===== config.mk =====
export PLATFORM = sky130hd
export DESIGN_NAME = sensor_poll_ctrl
export DESIGN_NICKNAME = d
export VERILOG_FILES = /design/src/rtl/sensor_poll_ctrl.sv
export SDC_FILE = /design/constraint.sdc
export NUM_CORES = 1
export LEC_CHECK = 0
export BUFFER_PORTS_ARGS = -buffer_cell sky130_fd_sc_hd__buf_2
export CAP_MARGIN = 20
export CORE_MARGIN = 1
export CORE_UTILIZATION = 35
export CTS_BUF_LIST = sky130_fd_sc_hd__clkbuf_16
export DETAILED_ROUTE_END_ITERATION = 8
export GPL_TIMING_DRIVEN = 0
export PLACE_DENSITY = 0.6
export REMOVE_ABC_BUFFERS = 1
export SYNTH_ARGS = -nofsm -noshare
export SYNTH_HDL_FRONTEND = slang
export SYNTH_SLANG_ARGS = --single-unit

===== constraint.sdc =====
create_clock -name clock -period 3.25 [get_ports clock]
set_input_delay 0.325 -clock clock [delete_from_list [all_inputs] [get_ports clock]]
set_output_delay 0.325 -clock clock [all_outputs]
set_load 0.1 [all_outputs]

===== src/rtl/sensor_poll_ctrl.sv =====
// Sensor bus poll sequencer: sends a sensor id over uart_tx, collects the 2-byte
// reply from uart_rx, qualifies it with the checksum block and retries on CRC failure or timeout.
module sensor_poll_ctrl #(
    parameter int NUM_SENSORS    = 6,
    parameter int TIMEOUT_CYCLES = 50000,
    parameter int MAX_RETRY      = 2,
    parameter int CNT_W          = 16
) (
    input  logic        clock,
    input  logic        reset,
    input  logic        cmd_valid,
    input  logic [2:0]  cmd_sensor,
    output logic        cmd_ready,
    output logic [7:0]  tx_data,
    output logic        tx_enable,
    input  logic        tx_done,
    input  logic [15:0] rx_data,
    input  logic        rx_done,
    output logic [15:0] chk_word,
    input  logic        crc_ok,
    output logic        result_valid,
    output logic [7:0]  result_data,
    output logic [2:0]  result_sensor,
    output logic [1:0]  result_err,
    output logic        busy,
    output logic [2:0]  state_dbg
);

    // Handshake: a command transfers on a rising edge where cmd_valid && cmd_ready;
    // cmd_ready is high only in IDLE and nothing is queued while busy.

    typedef enum logic [2:0] {
        S_IDLE    = 3'd0,
        S_SEND    = 3'd1,
        S_WAIT_TX = 3'd2,
        S_WAIT_RX = 3'd3,
        S_CHECK   = 3'd4,
        S_DONE    = 3'd5
    } state_t;

    localparam logic [1:0]       ERR_OK      = 2'b00;
    localparam logic [1:0]       ERR_CRC     = 2'b01;
    localparam logic [1:0]       ERR_TIMEOUT = 2'b10;
    localparam logic [1:0]       ERR_BAD_ID  = 2'b11;
    localparam logic [2:0]       ID_MAX      = 3'(NUM_SENSORS);
    localparam logic [3:0]       RETRY_MAX   = 4'(MAX_RETRY);
    localparam logic [CNT_W-1:0] TIMER_LAST  = CNT_W'(TIMEOUT_CYCLES - 1);

    state_t           state;
    state_t           next_state;
    logic [2:0]       sensor_id;
    logic [3:0]       retry_cnt;
    logic [CNT_W-1:0] timer;
    logic             id_ok;
    logic             expired;
    logic             retry_left;
    logic             fail;
    logic [1:0]       fail_code;

    assign id_ok      = (cmd_sensor != 3'd0) && (cmd_sensor <= ID_MAX);
    assign expired    = (timer == TIMER_LAST);
    assign retry_left = (retry_cnt < RETRY_MAX);

    always_ff @(posedge clock or negedge reset) begin
        if (!reset) begin
            state <= S_IDLE;
        end else begin
            state <= next_state;
        end
    end

    // Completion pulses take priority over timer expiry in the same cycle.
    always_comb begin
        next_state = state;
        fail       = 1'b0;
        fail_code  = ERR_OK;
        case (state)
            S_IDLE: begin
                if (cmd_valid) begin
                    next_state = id_ok ? S_SEND : S_DONE;
                end
            end
            S_SEND: next_state = S_WAIT_TX;
            S_WAIT_TX: begin
                if (tx_done) begin
                    next_state = S_WAIT_RX;
                end else if (expired) begin
                    fail      = 1'b1;
                    fail_code = ERR_TIMEOUT;
                end
            end
            S_WAIT_RX: begin
                if (rx_done) begin
                    next_state = S_CHECK;
                end else if (expired) begin
                    fail      = 1'b1;
                    fail_code = ERR_TIMEOUT;
                end
            end
            S_CHECK: begin
                if (crc_ok) begin
                    next_state = S_DONE;
                end else begin
                    fail      = 1'b1;
                    fail_code = ERR_CRC;
                end
            end
            S_DONE:  next_state = S_IDLE;
            default: next_state = S_IDLE;
        endcase
        if (fail) begin
            next_state = retry_left ? S_SEND : S_DONE;
        end
    end

    always_comb begin
        cmd_ready    = (state == S_IDLE);
        busy         = (state != S_IDLE);
        tx_enable    = (state == S_SEND);
        result_valid = (state == S_DONE);
        tx_data      = {5'd0, sensor_id};
        state_dbg    = state;
    end

    // Result registers are loaded on the edge into DONE and then hold.
    always_ff @(posedge clock or negedge reset) begin
        if (!reset) begin
            sensor_id     <= 3'd0;
            retry_cnt     <= 4'd0;
            timer         <= '0;
            chk_word      <= 16'd0;
            result_data   <= 8'd0;
            result_sensor <= 3'd0;
            result_err    <= ERR_OK;
        end else begin
            if (state != next_state) begin
                timer <= '0;
            end else if (state == S_WAIT_TX || state == S_WAIT_RX) begin
                timer <= timer + 1'b1;
            end

            if (state == S_IDLE && cmd_valid) begin
                sensor_id <= cmd_sensor;
                retry_cnt <= 4'd0;
                if (!id_ok) begin
                    result_err    <= ERR_BAD_ID;
                    result_data   <= 8'd0;
                    result_sensor <= cmd_sensor;
                end
            end

            if (state == S_WAIT_RX && rx_done) begin
                chk_word <= rx_data;
            end

            if (state == S_CHECK && crc_ok) begin
                result_err    <= ERR_OK;
                result_data   <= chk_word[7:0];
                result_sensor <= sensor_id;
            end

            if (fail) begin
                if (retry_left) begin
                    retry_cnt <= retry_cnt + 4'd1;
                end else begin
                    result_err    <= fail_code;
                    result_data   <= 8'd0;
                    result_sensor <= sensor_id;
                end
            end
        end
    end

endmodule


---- Yosys cells after proc, flatten, opt, wreduce, memory -nomap -nowiden ----
Cells that the tools add are included.
word-level totals
  bits of input ports ..................... 25
  word-level logic and storage cells ...... 66
  flip-flop bits (word level) ............. 55
  output and inout port bits .............. 44
operators by class
  multiplexer cells ....................... 38
  eq/ne operators ......................... 7
  add/sub/neg operators ................... 2
  order comparisons ....................... 2
  reductions and logical operators ........ 9
operators by type and width
  kind                                                                          count
  8-bit 2-to-1 mux                                                              5
  3-bit 2-to-1 mux                                                              12
  16-bit 2-to-1 mux                                                             2
  16-bit by 1-bit adder with 16-bit output, second input constant               1
  16-bit equality test, second input constant                                   1
  2-bit 2-to-1 mux                                                              8
  3-bit case mux with 5 select lines                                            1
  4-bit 2-to-1 mux                                                              3
  3-bit by 2-bit equality test with 1-bit output, second input constant         2
  3-bit equality test, second input constant                                    2
  2-bit case mux with 3 select lines                                            1
  3-bit nonzero test                                                            2
  1-bit 2-to-1 mux                                                              5
  4-bit by 1-bit adder with 4-bit output, second input constant                 1
  1-bit logical AND                                                             4
  4-bit by 2-bit less-than comparator with 1-bit output, second input constant  1
  3-bit by 1-bit equality test with 1-bit output, second input constant         1
  3-bit less-or-equal comparator, second input constant                         1
  3-bit zero test                                                               1
  3-bit inequality test                                                         1
  1-bit case mux with 3 select lines                                            1
  2-bit nonzero test                                                            1
  1-bit logical OR                                                              1

---- Depth between registers and ports, before layout ----
  depth after elaboration ................. 8
  mapped depth ............................ 8
  mapped depth without buffers ............ 6

---- Worst setup path after synthesis ----
OpenSTA, ideal clock, no wires.
  path type ............................... reg-to-output
  from .................................... reg state[0], in the netlist state_dbg[0]
  to ...................................... out tx_enable
  data arrival time ....................... 3.376 ns
  path slack .............................. -0.451 ns
  cell stages (with the launch flop) ...... 3
  required time ........................... 2.925 ns
  path through ............................ dfrtp_1 -> buf_6 -> nor3b_1
on the way
  cells in the longest elaborated chain, start to end .. 1
ends and longest elaborated chain
  what                                            line  RTL
  from (decl)                                     49    state_t state;
  from (signal assigned)                          68    state <= next_state;
  3-bit by 1-bit equality test with 1-bit output  119   tx_enable = (state == S_SEND);
  to (decl)                                       15    output logic tx_enable,
Every way passes these cells.

---- Worst setup path in the final report ----
  from .................................... reg state[1], in the netlist state_dbg[1]
  to ...................................... reg timer[12]
on the way
  cells in the longest elaborated chain, start to end .. 5
ends and longest elaborated chain
  what                                                                                             line  RTL
  3-bit equality test (tied with other cells)                                                      77    case (state)
  3-bit case mux with 5 select lines / 1-bit case mux with 3 select lines (equally long branches)  77
  3-bit 2-to-1 mux                                                                                 111   if (fail) begin
  3-bit inequality test                                                                            136   if (state != next_state) begin
  16-bit 2-to-1 mux / 2-bit nonzero test (equally long branches)                                   -
  to (signal assigned)                                                                             139   timer <= timer + 1'b1;
  to (decl)                                                                                        53    logic [CNT_W-1:0] timer;
Several ways; a longest one is shown, not always the timed one.
A chain may end at the register's enable or synchronous reset.

==> metrics <==
Post-synth EDFFs=0; synthesized cell area=0.00257 mm²; root buffer cell=clkbuf_16; CTS tree=yes; final-layout fill cell count=671; initial antenna violation count=0; DR WL/cell=between 10 and 15 µm; final WL=5.27 mm; vias per cell=4.80; fmax=429 MHz; gpl congestion=about 0.73; register area share after synthesis=53.5%; Crit Path Max Fanout=16; Relative slew margins=41.4%; die span in x=87.8 µm; clock slew at reported path FFs=roughly 80 ps; Die Footprint=approximately 0.0077 mm²; Longest Clk Path Bufs=2; largest net degree at the start of global routing=39; DR iter-0 viols=101; synth top area cells=dfrtp_1 53%, mux2_2 9.6%, nor2_1 3.8%; endpoints failing setup=0; placed insts=388; worst-margin pin slew=876 ps; worst skew pair latency=300 ps; row cnt=30; WP data arrival=2490 ps; Syn Inst Count=239; Initial DRT Pass Iterations=4; Layout Cells excl Fill=about 400; crit end category=flop; Nets=327; Avg Inst Size Synth=approximately 11 µm²; Cell variety after synth=41; clock skew=between 7 and 8 ps; DP Wirelength=3.78 mm; H-tree depth=2; Residual DRC=0; number of top-level pins=69; worst min path class=in2reg; remaining antenna violation count=0; max-slew violations=0; outcome=finished, final reports clean; via count=1905; Max Cap Viol=0; All-Layer GR Usage=15.2%; async set-reset flop share out of synthesis=100%; Hold Fails Final Rpt=0; Final Cycle Share=71.7%; I/O Buffers=63; Synth Register Bits=55; top-area cell type share of the netlist area=53.5%; fraction of layout cells with a size suffix above 1=32.6%; Worst EP required=3410 ps; ys flop type=dfrtp_1; first-pass GRT wire length=9.18 mm; Core ar.=0.00694 mm²; ant diodes=0; Yosys warning total=0; number of global-route vias before repair=1941; RSZ-0062 raised after global routing=false; Tmin final=2330 ps; area leader, netlist=dfrtp_1; Crit Path Class=reg2reg; Congestion Overflow GR=0; Initial Util=37.1%; clock sink total=55; startpoint types=flop; area delta synth->final=21.0%; die extent in y=slightly below 90 µm; clock buffer count from CTS=5
cell families after synthesis:
logic type                 synth area share (%)
and+or+nand+nor                            19.4
DFF                                        53.5
muxes                                      11.2
AOI/OAI and AO/OA                          5.30
buffers and inverters                      4.42
xor gates and xnor gates                   5.10
adders and majority gates                 0.972
other                                     0.146
synth_stat cells, types with 5 or more instances:
cell      n
a21oi_1  11
buf_4     5
dfrtp_1  55
inv_1     5
mux2_2   22
nand2_1  23
nand3_1  18
nor2_1   26
nor3_1    6
xnor2_1  10
xor2_1    5
timing repair:
action / 4_1_cts / 5_1_grt
hold buffers: 1 / 0
resized for setup: 0 / 0
buffers inserted: 0 / 0
endpoints found under the hold margin: 17 / 0
sequential cells by signal, summed over array words and instances, names as in the netlist:
name / count
chk_word: 16
result_data: 8
sensor_id: 3
state_dbg: 3
retry_cnt: 4
result_err: 2
result_sensor: 3
timer: 16
through the flow:
stage,setup TNS [ps],cell area [µm²],util (%),hold slack [ps],worst slack [ps]
after CTS,0,3110,44.8,247,864
after global routing,0,3110,44.8,250,667
final,0,3110,44.8,253,919
after floorplan,-903,2490,-,29.4,-446
after detailed placement,0,2950,42.5,292,891
after global placement,0,2930,42.2,466,928
path summary, 6_finish.rpt:
kind | start | to | slack [ps] | depth (start not counted)
min in group asynchronous | reset | chk_word[7]$_DFFE_PN0P_ | 510 | 2
worst min-delay path | rx_data[12] | chk_word[12]$_DFFE_PN0P_ | 250 | 2
max in group asynchronous | reset | timer[10]$_DFFE_PN0P_ | 2210 | 3
worst min register to register | retry_cnt[3]$_DFF_PN0_ | retry_cnt[3]$_DFF_PN0_ | 480 | 1
worst max register to register | state_dbg[1]$_DFF_PN0_ | timer[12]$_DFFE_PN0P_ | 920 | 5
worst max-delay path | state_dbg[1]$_DFF_PN0_ | timer[12]$_DFFE_PN0P_ | 920 | 5
critical path: stages, from the launching register on:
cell	delay [ps]
dfrtp_1	620
and4b_1	350
nand2_1	140
nor3_2	420
or3_1	550
nor2_1	120
routing by layer:
| metal | global-route usage, % | part of all wire [%] | vias up |
|---|---|---|---|
| met4 | 3.13 | 0.66 | 0 |
| met1 | 20.5 | 50 | 923 |
| met3 | 4.34 | 5.2 | 4 |
| met5 | 0 | 0 | - |
| li1 | - | - | 933 |
| met2 | 24.7 | 44 | 45 |
cell type report:
| class | instances | area, µm² | share of cell area [%] |
|---|---|---|---|
| Clock inverter | 3 | 28.8 | 0.924 |
| Multi-Input combinational cell | 168 | 1100 | 35.3 |
| Timing Repair Buffer | 65 | 345 | 11.1 |
| Sequential cell | 55 | 1380 | 44.2 |
| Clock buffer | 5 | 125 | 4.02 |
| Inverter | 5 | 18.8 | 0.603 |
| Tap cell | 96 | 120 | 3.86 |
layout by cell type, fill, tap and decap left out, drive strengths merged, types with 4 or more instances in the layout:
cell / instances
nand2: 23
nor3: 7
mux2i: 4
nand3: 18
xnor2: 10
inv: 8
a21oi: 11
clkbuf: 5
and3: 4
xor2: 5
dfrtp: 55
nor2: 26
mux2: 22
nand4: 4
conb: 5
buf: 64
or3: 4
Power is left out: the tool's default activity adds up to more than one toggle a clock period on the data nets, which glitch-free logic cannot reach.
